$ cat config.mk
export PLATFORM = sky130hd
export DESIGN_NAME = axi4l_arbiter_2to1
export DESIGN_NICKNAME = d
export VERILOG_FILES = /design/src/rtl/axi4l_arbiter_2to1.sv
export SDC_FILE = /design/constraint.sdc
export NUM_CORES = 1
export LEC_CHECK = 0
export ABC_AREA = 1
export CORE_AREA = 10 10 169 171
export CTS_CLUSTER_DIAMETER = 40
export DETAILED_ROUTE_END_ITERATION = 10
export DIE_AREA = 0 0 179 181
export GPL_TIMING_DRIVEN = 0
export HOLD_SLACK_MARGIN = 0.02
export PLACE_DENSITY = 0.51
export SETUP_SLACK_MARGIN = 0.1
export SYNTH_ARGS = -nofsm -noshare
export SYNTH_HDL_FRONTEND = slang
export SYNTH_SLANG_ARGS = --single-unit
$ cat constraint.sdc
create_clock -name clk -period 1.6 [get_ports clk]
set_input_delay 0.32 -clock clk [delete_from_list [all_inputs] [get_ports clk]]
set_output_delay 0.32 -clock clk [all_outputs]
set_load 0.01 [all_outputs]
$ cat src/rtl/axi4l_arbiter_2to1.sv
// Two-to-one AXI4-Lite arbiter. Write and read channels are owned independently, one transaction each.
// Define AXI4L_ARB_ROUND_ROBIN_EN for round-robin contention; otherwise s0 has fixed priority.
module axi4l_arbiter_2to1 #(
  parameter int ADDR_WIDTH = 32,
  parameter int DATA_WIDTH = 32
) (
  input  logic                    clk,
  input  logic                    rst,
  // requester 0
  input  logic [ADDR_WIDTH-1:0]   s0_awaddr_i,
  input  logic [2:0]              s0_awprot_i,
  input  logic                    s0_awvalid_i,
  output logic                    s0_awready_o,
  input  logic [DATA_WIDTH-1:0]   s0_wdata_i,
  input  logic [DATA_WIDTH/8-1:0] s0_wstrb_i,
  input  logic                    s0_wvalid_i,
  output logic                    s0_wready_o,
  output logic [1:0]              s0_bresp_o,
  output logic                    s0_bvalid_o,
  input  logic                    s0_bready_i,
  input  logic [ADDR_WIDTH-1:0]   s0_araddr_i,
  input  logic [2:0]              s0_arprot_i,
  input  logic                    s0_arvalid_i,
  output logic                    s0_arready_o,
  output logic [DATA_WIDTH-1:0]   s0_rdata_o,
  output logic [1:0]              s0_rresp_o,
  output logic                    s0_rvalid_o,
  input  logic                    s0_rready_i,
  // requester 1
  input  logic [ADDR_WIDTH-1:0]   s1_awaddr_i,
  input  logic [2:0]              s1_awprot_i,
  input  logic                    s1_awvalid_i,
  output logic                    s1_awready_o,
  input  logic [DATA_WIDTH-1:0]   s1_wdata_i,
  input  logic [DATA_WIDTH/8-1:0] s1_wstrb_i,
  input  logic                    s1_wvalid_i,
  output logic                    s1_wready_o,
  output logic [1:0]              s1_bresp_o,
  output logic                    s1_bvalid_o,
  input  logic                    s1_bready_i,
  input  logic [ADDR_WIDTH-1:0]   s1_araddr_i,
  input  logic [2:0]              s1_arprot_i,
  input  logic                    s1_arvalid_i,
  output logic                    s1_arready_o,
  output logic [DATA_WIDTH-1:0]   s1_rdata_o,
  output logic [1:0]              s1_rresp_o,
  output logic                    s1_rvalid_o,
  input  logic                    s1_rready_i,
  // shared downstream port
  output logic [ADDR_WIDTH-1:0]   m_awaddr_o,
  output logic [2:0]              m_awprot_o,
  output logic                    m_awvalid_o,
  input  logic                    m_awready_i,
  output logic [DATA_WIDTH-1:0]   m_wdata_o,
  output logic [DATA_WIDTH/8-1:0] m_wstrb_o,
  output logic                    m_wvalid_o,
  input  logic                    m_wready_i,
  input  logic [1:0]              m_bresp_i,
  input  logic                    m_bvalid_i,
  output logic                    m_bready_o,
  output logic [ADDR_WIDTH-1:0]   m_araddr_o,
  output logic [2:0]              m_arprot_o,
  output logic                    m_arvalid_o,
  input  logic                    m_arready_i,
  input  logic [DATA_WIDTH-1:0]   m_rdata_i,
  input  logic [1:0]              m_rresp_i,
  input  logic                    m_rvalid_i,
  output logic                    m_rready_o,
  output logic [1:0]              wr_grant,
  output logic [1:0]              rd_grant
);

  typedef enum logic [1:0] {IDLE = 2'd0, OWN0 = 2'd1, OWN1 = 2'd2} own_e;

  own_e wr_state_q, wr_state_d, rd_state_q, rd_state_d;
  logic aw_done_q, aw_done_d, w_done_q, w_done_d, ar_done_q, ar_done_d;
  logic wr_req0, wr_req1, rd_req0, rd_req1;
  logic wr_own0, wr_own1, rd_own0, rd_own1;
  logic wr_pick1, rd_pick1;
  logic aw_hs, w_hs, b_hs, ar_hs, r_hs;

  assign wr_req0 = s0_awvalid_i | s0_wvalid_i;
  assign wr_req1 = s1_awvalid_i | s1_wvalid_i;
  assign rd_req0 = s0_arvalid_i;
  assign rd_req1 = s1_arvalid_i;

  assign wr_own0  = (wr_state_q == OWN0);
  assign wr_own1  = (wr_state_q == OWN1);
  assign rd_own0  = (rd_state_q == OWN0);
  assign rd_own1  = (rd_state_q == OWN1);
  assign wr_grant = {wr_own1, wr_own0};
  assign rd_grant = {rd_own1, rd_own0};

  // Write path: everything to m is zero while idle; done flags mask repeat beats.
  assign m_awaddr_o  = wr_own0 ? s0_awaddr_i : (wr_own1 ? s1_awaddr_i : '0);
  assign m_awprot_o  = wr_own0 ? s0_awprot_i : (wr_own1 ? s1_awprot_i : '0);
  assign m_wdata_o   = wr_own0 ? s0_wdata_i  : (wr_own1 ? s1_wdata_i  : '0);
  assign m_wstrb_o   = wr_own0 ? s0_wstrb_i  : (wr_own1 ? s1_wstrb_i  : '0);
  assign m_awvalid_o = ~aw_done_q & ((wr_own0 & s0_awvalid_i) | (wr_own1 & s1_awvalid_i));
  assign m_wvalid_o  = ~w_done_q  & ((wr_own0 & s0_wvalid_i)  | (wr_own1 & s1_wvalid_i));
  assign m_bready_o  = (wr_own0 & s0_bready_i) | (wr_own1 & s1_bready_i);

  assign s0_awready_o = wr_own0 & ~aw_done_q & m_awready_i;
  assign s1_awready_o = wr_own1 & ~aw_done_q & m_awready_i;
  assign s0_wready_o  = wr_own0 & ~w_done_q & m_wready_i;
  assign s1_wready_o  = wr_own1 & ~w_done_q & m_wready_i;
  assign s0_bvalid_o  = wr_own0 & m_bvalid_i;
  assign s1_bvalid_o  = wr_own1 & m_bvalid_i;
  assign s0_bresp_o   = wr_own0 ? m_bresp_i : 2'b00;
  assign s1_bresp_o   = wr_own1 ? m_bresp_i : 2'b00;

  assign m_araddr_o  = rd_own0 ? s0_araddr_i : (rd_own1 ? s1_araddr_i : '0);
  assign m_arprot_o  = rd_own0 ? s0_arprot_i : (rd_own1 ? s1_arprot_i : '0);
  assign m_arvalid_o = ~ar_done_q & ((rd_own0 & s0_arvalid_i) | (rd_own1 & s1_arvalid_i));
  assign m_rready_o  = (rd_own0 & s0_rready_i) | (rd_own1 & s1_rready_i);

  assign s0_arready_o = rd_own0 & ~ar_done_q & m_arready_i;
  assign s1_arready_o = rd_own1 & ~ar_done_q & m_arready_i;
  assign s0_rvalid_o  = rd_own0 & m_rvalid_i;
  assign s1_rvalid_o  = rd_own1 & m_rvalid_i;
  assign s0_rdata_o   = rd_own0 ? m_rdata_i : '0;
  assign s1_rdata_o   = rd_own1 ? m_rdata_i : '0;
  assign s0_rresp_o   = rd_own0 ? m_rresp_i : 2'b00;
  assign s1_rresp_o   = rd_own1 ? m_rresp_i : 2'b00;

  assign aw_hs = m_awvalid_o & m_awready_i;
  assign w_hs  = m_wvalid_o & m_wready_i;
  assign b_hs  = m_bvalid_i & m_bready_o;
  assign ar_hs = m_arvalid_o & m_arready_i;
  assign r_hs  = m_rvalid_i & m_rready_o;

`ifdef AXI4L_ARB_ROUND_ROBIN_EN
  logic wr_ptr_q, wr_ptr_d, rd_ptr_q, rd_ptr_d;

  // Write pointer moves to the requester that just lost; read pointer simply toggles.
  assign wr_ptr_d = b_hs ? wr_own0 : wr_ptr_q;
  assign rd_ptr_d = r_hs ? ~rd_ptr_q : rd_ptr_q;

  always_ff @(posedge clk or posedge rst) begin
    if (rst) begin
      wr_ptr_q <= 1'b0;
      rd_ptr_q <= 1'b0;
    end else begin
      wr_ptr_q <= wr_ptr_d;
      rd_ptr_q <= rd_ptr_d;
    end
  end

  assign wr_pick1 = wr_ptr_q;
  assign rd_pick1 = rd_ptr_q;
`else
  assign wr_pick1 = 1'b0;
  assign rd_pick1 = 1'b0;
`endif

  always_ff @(posedge clk or posedge rst) begin
    if (rst) begin
      wr_state_q <= IDLE;
      rd_state_q <= IDLE;
      aw_done_q  <= 1'b0;
      w_done_q   <= 1'b0;
      ar_done_q  <= 1'b0;
    end else begin
      wr_state_q <= wr_state_d;
      rd_state_q <= rd_state_d;
      aw_done_q  <= aw_done_d;
      w_done_q   <= w_done_d;
      ar_done_q  <= ar_done_d;
    end
  end

  always_comb begin
    wr_state_d = wr_state_q;
    aw_done_d  = aw_done_q;
    w_done_d   = w_done_q;
    case (wr_state_q)
      IDLE: begin
        if (wr_req0 & (~wr_req1 | ~wr_pick1)) wr_state_d = OWN0;
        else if (wr_req1)                     wr_state_d = OWN1;
      end
      OWN0, OWN1: begin
        if (aw_hs) aw_done_d = 1'b1;
        if (w_hs)  w_done_d  = 1'b1;
        if (b_hs) begin
          wr_state_d = IDLE;
          aw_done_d  = 1'b0;
          w_done_d   = 1'b0;
        end
      end
      default: wr_state_d = IDLE;
    endcase
  end

  always_comb begin
    rd_state_d = rd_state_q;
    ar_done_d  = ar_done_q;
    case (rd_state_q)
      IDLE: begin
        if (rd_req0 & (~rd_req1 | ~rd_pick1)) rd_state_d = OWN0;
        else if (rd_req1)                     rd_state_d = OWN1;
      end
      OWN0, OWN1: begin
        if (ar_hs) ar_done_d = 1'b1;
        if (r_hs) begin
          rd_state_d = IDLE;
          ar_done_d  = 1'b0;
        end
      end
      default: rd_state_d = IDLE;
    endcase
  end

endmodule

==> results.sh, run 1 <==
export IMPL_ioPinCount=462
export IMPL_cts_buffer_depth=2
export IMPL_instances_no_fill=1488
export IMPL_synth_area_per_cell_um2=4.60
export IMPL_fin_ws_ns=-0.370
export IMPL_cts_tree="built"
export IMPL_fp_dieArea_um2=32400
export IMPL_rsz0062_at_grt="yes"
export IMPL_clock_latency_ns=0.22
export IMPL_crit_type="reg2out"
export IMPL_fin_crit_sh_pct=123
export IMPL_post_route_util_pct=43.4
export IMPL_power_density_nw_per_um2=1570
export IMPL_violations="setup timing"
export IMPL_numCtsBuffers=3
export IMPL_viasPerCell=3.97
export IMPL_synth_top_area_share_pct=42.0
export IMPL_io_buffers=461
export IMPL_yosys_warnings=0
export IMPL_drt_total_wl_mm=28.9
export IMPL_htreeDepth=1
export IMPL_maxCapViolCount=0
export IMPL_grt_pass1_wl_mm=39.0
export IMPL_clock_skew_ns=0.000132
export IMPL_slew_viol_final=0
export IMPL_fp_dieW_um=179
export IMPL_layout_drive_gt1_share_pct=54.9
export IMPL_antenna_found_initial=3
export IMPL_hpwlAfterDp_mm=23.3
export IMPL_crit_path_max_fanout=8
export IMPL_hp_class="in2async"
export IMPL_wl_per_cell_um=19.4
export IMPL_first_iter_violations=181
export IMPL_routabilityCongestion=0.903
export IMPL_status="complete, but fails checks"
export IMPL_final_common_cell="clkdlybuf4s50_1"
export IMPL_start_util_pct=11.2
export IMPL_synth_top_area_cell="nand2_1"
export IMPL_gr_total_overflow=0
export IMPL_netlist_area_um2=2810
export IMPL_ir_worst_vdd_uv=903
export IMPL_period_needed_ns=1.97
export IMPL_hold_viol_final=0
export IMPL_arrival_ns=1.65
export IMPL_ys_seq_area_share_pct=6.23
export IMPL_core_um2=25000
export IMPL_cts_sinks=7
export IMPL_area_growth_pct=287
export IMPL_first_pass_iters=4
export IMPL_rrSetupSlack_ns=-0.12
export IMPL_cp_end_kind="output pin"
export IMPL_num_vias=5904
export IMPL_netlist_top_cells_area="nand2_1 42%, nand3_1 20%, inv_1 13%, dfrtp_1 6.2%, buf_4 4.5%"
export IMPL_synthesis_nets=883
export IMPL_ant_nets=0
export IMPL_synth_cells=612
export IMPL_layout_common_cells="264 x clkdlybuf4s50_1, 180 x buf_6, 160 x nand2_1"
export IMPL_cts_root_buf="clkbuf_16"
export IMPL_finalSetupViolCount=199
export IMPL_worstMarginPinSlew_ns=0.425
export IMPL_fp_row_count=58
export IMPL_p_leak_nw=5.60
export IMPL_synth_cell_types=16
export IMPL_clkTransAtPathRegs_ns=0.04
export IMPL_grt_max_degree=13
export IMPL_grt_total_usage_pct=15.6
export IMPL_nets=1427
export IMPL_relSlewSlack_pct=71.6
export IMPL_postCtsHoldBufs=0
export IMPL_critPathRequiredTime_ns=1.28
export IMPL_drc=0
export IMPL_synth_seq_cells=7
export IMPL_post_place_cells=1403
export IMPL_fp_dieH_um=181
export IMPL_max_freq_mhz=508
export IMPL_grt_pass1_vias=6236
export IMPL_cp_start_kind="register"
==> cells by family after synthesis <==
family          after synthesis  share of synthesized area (%)
flops                         7                           6.23
buf+inv                     147                           24.9
simple gates                445                           64.9
fa+ha+maj                     6                           2.67
compound gates                7                           1.25
==> where the power goes <==
part | total, W | internal [W] | switching, W
registers | 0.000405 | 0.000272 | 0.000133
clock network | 0.000416 | 0.000331 | 0.0000854
logic | 0.0162 | 0.00869 | 0.00755
==> flip-flops by register name, summed over array words and instances, names as in the netlist <==
signal,cells
ar_done_q,1
aw_done_q,1
rd_state_q,2
w_done_q,1
wr_state_q,2
==> worst max-delay path, cell delays in order (launching register included) <==
cell       delay, ns
dfrtp_1         0.40
inv_2           0.09
ha_4            0.15
buf_12          0.17
clkinv_16       0.08
buf_12          0.13
buf_16          0.13
nand3_4         0.08
nand2_1         0.05
buf_2           0.13
==> final timing paths <==
| check | startpoint | end | depth (start not counted) |
|---|---|---|---|
| setup / recovery | rd_state_q[1] | m_araddr_o[20] | 9 |
| min in group clk | rd_state_q[0] | rd_state_q[0] | 2 |
| max in group asynchronous | rst | wr_state_q[0] | 2 |
| setup reg to reg | rd_state_q[1] | rd_state_q[0] | 13 |
| hold reg to reg | rd_state_q[0] | rd_state_q[0] | 2 |
| hold / removal | rst | w_done_q | 2 |
==> synthesized netlist by cell type <==
cell	count
ha_1	6
dfrtp_1	7
clkbuf_1	2
nor2_1	10
inv_1	98
nand2_1	315
nand3_1	111
a21oi_1	3
o21ai_1	4
nor3_1	5
buf_6	8
inv_2	2
nand2_2	3
buf_4	17
buf_2	20
nor3b_1	1
==> cell type report <==
cell class,count,area (um2)
Timing Repair Buffer,540,5770
Multi-Input combinational cell,458,3260
Buffer,45,722
Tap cell,330,413
Fill cell,2474,14200
Antenna cell,3,7.51
Timing Repair inverter,1,11.3
Clock buffer,4,78.8
Inverter,100,435
Sequential cell,7,178
==> through the flow <==
step / hold slack [ns] / setup TNS (ns) / cell area, um2 / worst slack, ns / power, W
final: 0.338 / -52.40 / 10900 / -0.370 / 0.0171
after global routing: 0.399 / -64.29 / 10900 / -0.437 / 0.0182
after CTS: 0.358 / -53.44 / 8780 / -0.381 / 0.0132
after detailed placement: 0.509 / -113.49 / 7840 / -0.851 / 0.0104
after global placement: 0.494 / -113.12 / 7840 / -0.823 / 0.0104
after floorplan: 0.123 / 0 / 2810 / 0.101 / 0.00484
==> routing by layer <==
metal  global-route usage (%)  part of all wire, %  vias up
li1                         -                    -     2928
met1                     15.6                   35     2674
met3                     6.05                   11       14
met2                     29.5                   53      288
met4                     3.08                  1.2        0
met5                        0                    0        -
==> timing repair <==
item                       in CTS  in global routing
setup endpoints to repair     197                204
gates cloned                   12                 12
gates resized for setup      1047                512
pin swaps                      34                 99
setup buffers                  33                 25
hold endpoints to repair        0                  0
Note: power is estimated with default switching activity, not from simulation.
==> inputs of run 2 (changes only) <==
- SETUP_SLACK_MARGIN: 0.1 -> unset
==> results.sh, run 2 (synthesis results as in run 1) <==
export IMPL_post_route_util_pct=42.7
export IMPL_hold_viol_final=0
export IMPL_fp_dieW_um=179
export IMPL_maxCapViolCount=0
export IMPL_drc=0
export IMPL_reg2reg_from="rd_state_q[1]"
export IMPL_drt_total_wl_mm=28.6
export IMPL_layout_drive_gt1_share_pct=53.5
export IMPL_status="complete, but fails checks"
export IMPL_p_leak_nw=5.56
export IMPL_critPathLaunch="rd_state_q[1]"
export IMPL_cp_slowest_cell="dfrtp_1"
export IMPL_fin_ws_ns=-0.370
export IMPL_grt_pass1_wl_mm=39.0
export IMPL_relSlewSlack_pct=71.9
export IMPL_finish_instance_area_um2=10700
export IMPL_antenna_found_initial=3
export IMPL_postCtsHoldBufs=0
export IMPL_io_buffers=461
export IMPL_cp_end_kind="output pin"
export IMPL_fp_dieArea_um2=32400
export IMPL_fp_row_count=58
export IMPL_first_pass_iters=4
export IMPL_fp_dieH_um=181
export IMPL_largest_registers="rd_state_q x2, wr_state_q x2"
export IMPL_clkTransAtPathRegs_ns=0.03
export IMPL_cts_root_buf="clkbuf_16"
export IMPL_grt_pass1_vias=6233
export IMPL_final_setup_tns_ns=-52.99
export IMPL_htreeDepth=1
export IMPL_gr_total_overflow=0
export IMPL_grt_max_degree=13
export IMPL_period_needed_ns=1.97
export IMPL_worstPathCellList="buf_6, ha_4, buf_8, buf_8, buf_8, nand2_1, inv_1, clkdlybuf4s15_2"
export IMPL_hpwlAfterDp_mm=23.3
export IMPL_clock_skew_ns=0.000132
export IMPL_hp_class="in2async"
export IMPL_slew_viol_final=0
export IMPL_fin_crit_sh_pct=123
export IMPL_arrival_ns=1.65
export IMPL_rsz0062_at_grt="yes"
export IMPL_clock_latency_ns=0.22
export IMPL_layout_common_cells="264 x clkdlybuf4s50_1, 166 x nand2_1, 163 x buf_6"
export IMPL_core_um2=25000
export IMPL_crit_type="reg2out"
export IMPL_grt_total_usage_pct=15.6
export IMPL_nets=1426
export IMPL_cp_start_kind="register"
export IMPL_wl_per_cell_um=19.2
export IMPL_power_density_nw_per_um2=1570
export IMPL_area_growth_pct=280
export IMPL_crit_path_max_fanout=6
export IMPL_final_common_cell="clkdlybuf4s50_1"
export IMPL_violations="setup timing"
export IMPL_finalSetupViolCount=199
export IMPL_worstMarginPinSlew_ns=0.421
export IMPL_num_vias=5878
export IMPL_ant_nets=0
export IMPL_cts_tree="built"
export IMPL_numCtsBuffers=3
export IMPL_critPathRequiredTime_ns=1.28
export IMPL_cts_buffer_depth=2
export IMPL_cpPeakStageDelay_ns=0.40
export IMPL_crit_path_frequent_cell="buf_8"
export IMPL_viasPerCell=3.95
export IMPL_ir_worst_vdd_uv=919
export IMPL_first_iter_violations=155
export IMPL_max_freq_mhz=508
export IMPL_ioPinCount=462
export IMPL_cts_sinks=7
export IMPL_start_util_pct=11.2
export IMPL_placed_cell_area_um2=7840
export IMPL_routabilityCongestion=0.903
[run 2: cell types whose count changed in the layout (fill, tap and decap cells not counted), moves of 2 or more]
cell | before | now
buf_6 | 180 | 163
buf_2 | 50 | 58
inv_2 | 74 | 66
nand2_2 | 90 | 85
nand3_2 | 32 | 35
nand3_1 | 55 | 57
buf_4 | 18 | 25
nand2_1 | 160 | 166
inv_1 | 23 | 31
nand3_4 | 24 | 19
[run 2: worst paths after layout]
kind / cells after the start / end / slack, ns
setup / recovery: 8 / s1_rdata_o[17] / -0.37
hold / removal: 2 / w_done_q / 0.34
setup reg to reg: 13 / rd_state_q[0] / -0.12
hold reg to reg: 2 / rd_state_q[0] / 0.55
max in group asynchronous: 2 / rd_state_q[0] / 1.02
min in group clk: 2 / rd_state_q[0] / 0.55
[run 2: routing by layer]
layer | wire (um) | global-route usage [%]
met1 | 10000 | 15.6
met3 | 3070 | 5.96
met2 | 15100 | 29.5
met5 | 0 | 0
met4 | 448 | 3.08
[run 2: report_power, final]
part           switching [W]  total (W)  internal (W)
combinational        0.00744     0.0159       0.00850
clock              0.0000847   0.000415      0.000331
sequential          0.000133   0.000405      0.000272
total                0.00766     0.0168       0.00910
[run 2: layout make-up]
class | instances | area [um2]
Inverter | 100 | 435
Fill cell | 2520 | 14300
Tap cell | 330 | 413
Timing Repair Buffer | 541 | 5700
Sequential cell | 7 | 178
Multi-Input combinational cell | 458 | 3190
Antenna cell | 3 | 7.51
Buffer | 43 | 674
Timing Repair inverter | 1 | 11.3
Clock buffer | 4 | 78.8
[run 2: what timing repair did]
action                                  4_1_cts  5_1_grt
cloned                                       12       11
endpoints found under the setup margin      197      203
pin swaps                                    34       81
buffers inserted                             33       28
gates resized for setup                    1041      481
[run 2: worst max-delay path, delay by kind of cell, from the launching register on]
kind	cells	cell delay [ns]
buffers and inverters	6	0.79
adders and majority gates	1	0.16
and+or+nand+nor	1	0.06
DFF	1	0.40
[run 2: per-stage QoR]
step	instances	hold WS [ns]	power [W]	worst slack, ns
floorplan	612	0.123	0.00484	0.101
global placement	1403	0.494	0.0104	-0.823
detailed placement	1403	0.509	0.0104	-0.851
CTS	1452	0.358	0.0132	-0.381
global route	1487	0.399	0.0179	-0.433
finish	1487	0.338	0.0168	-0.370
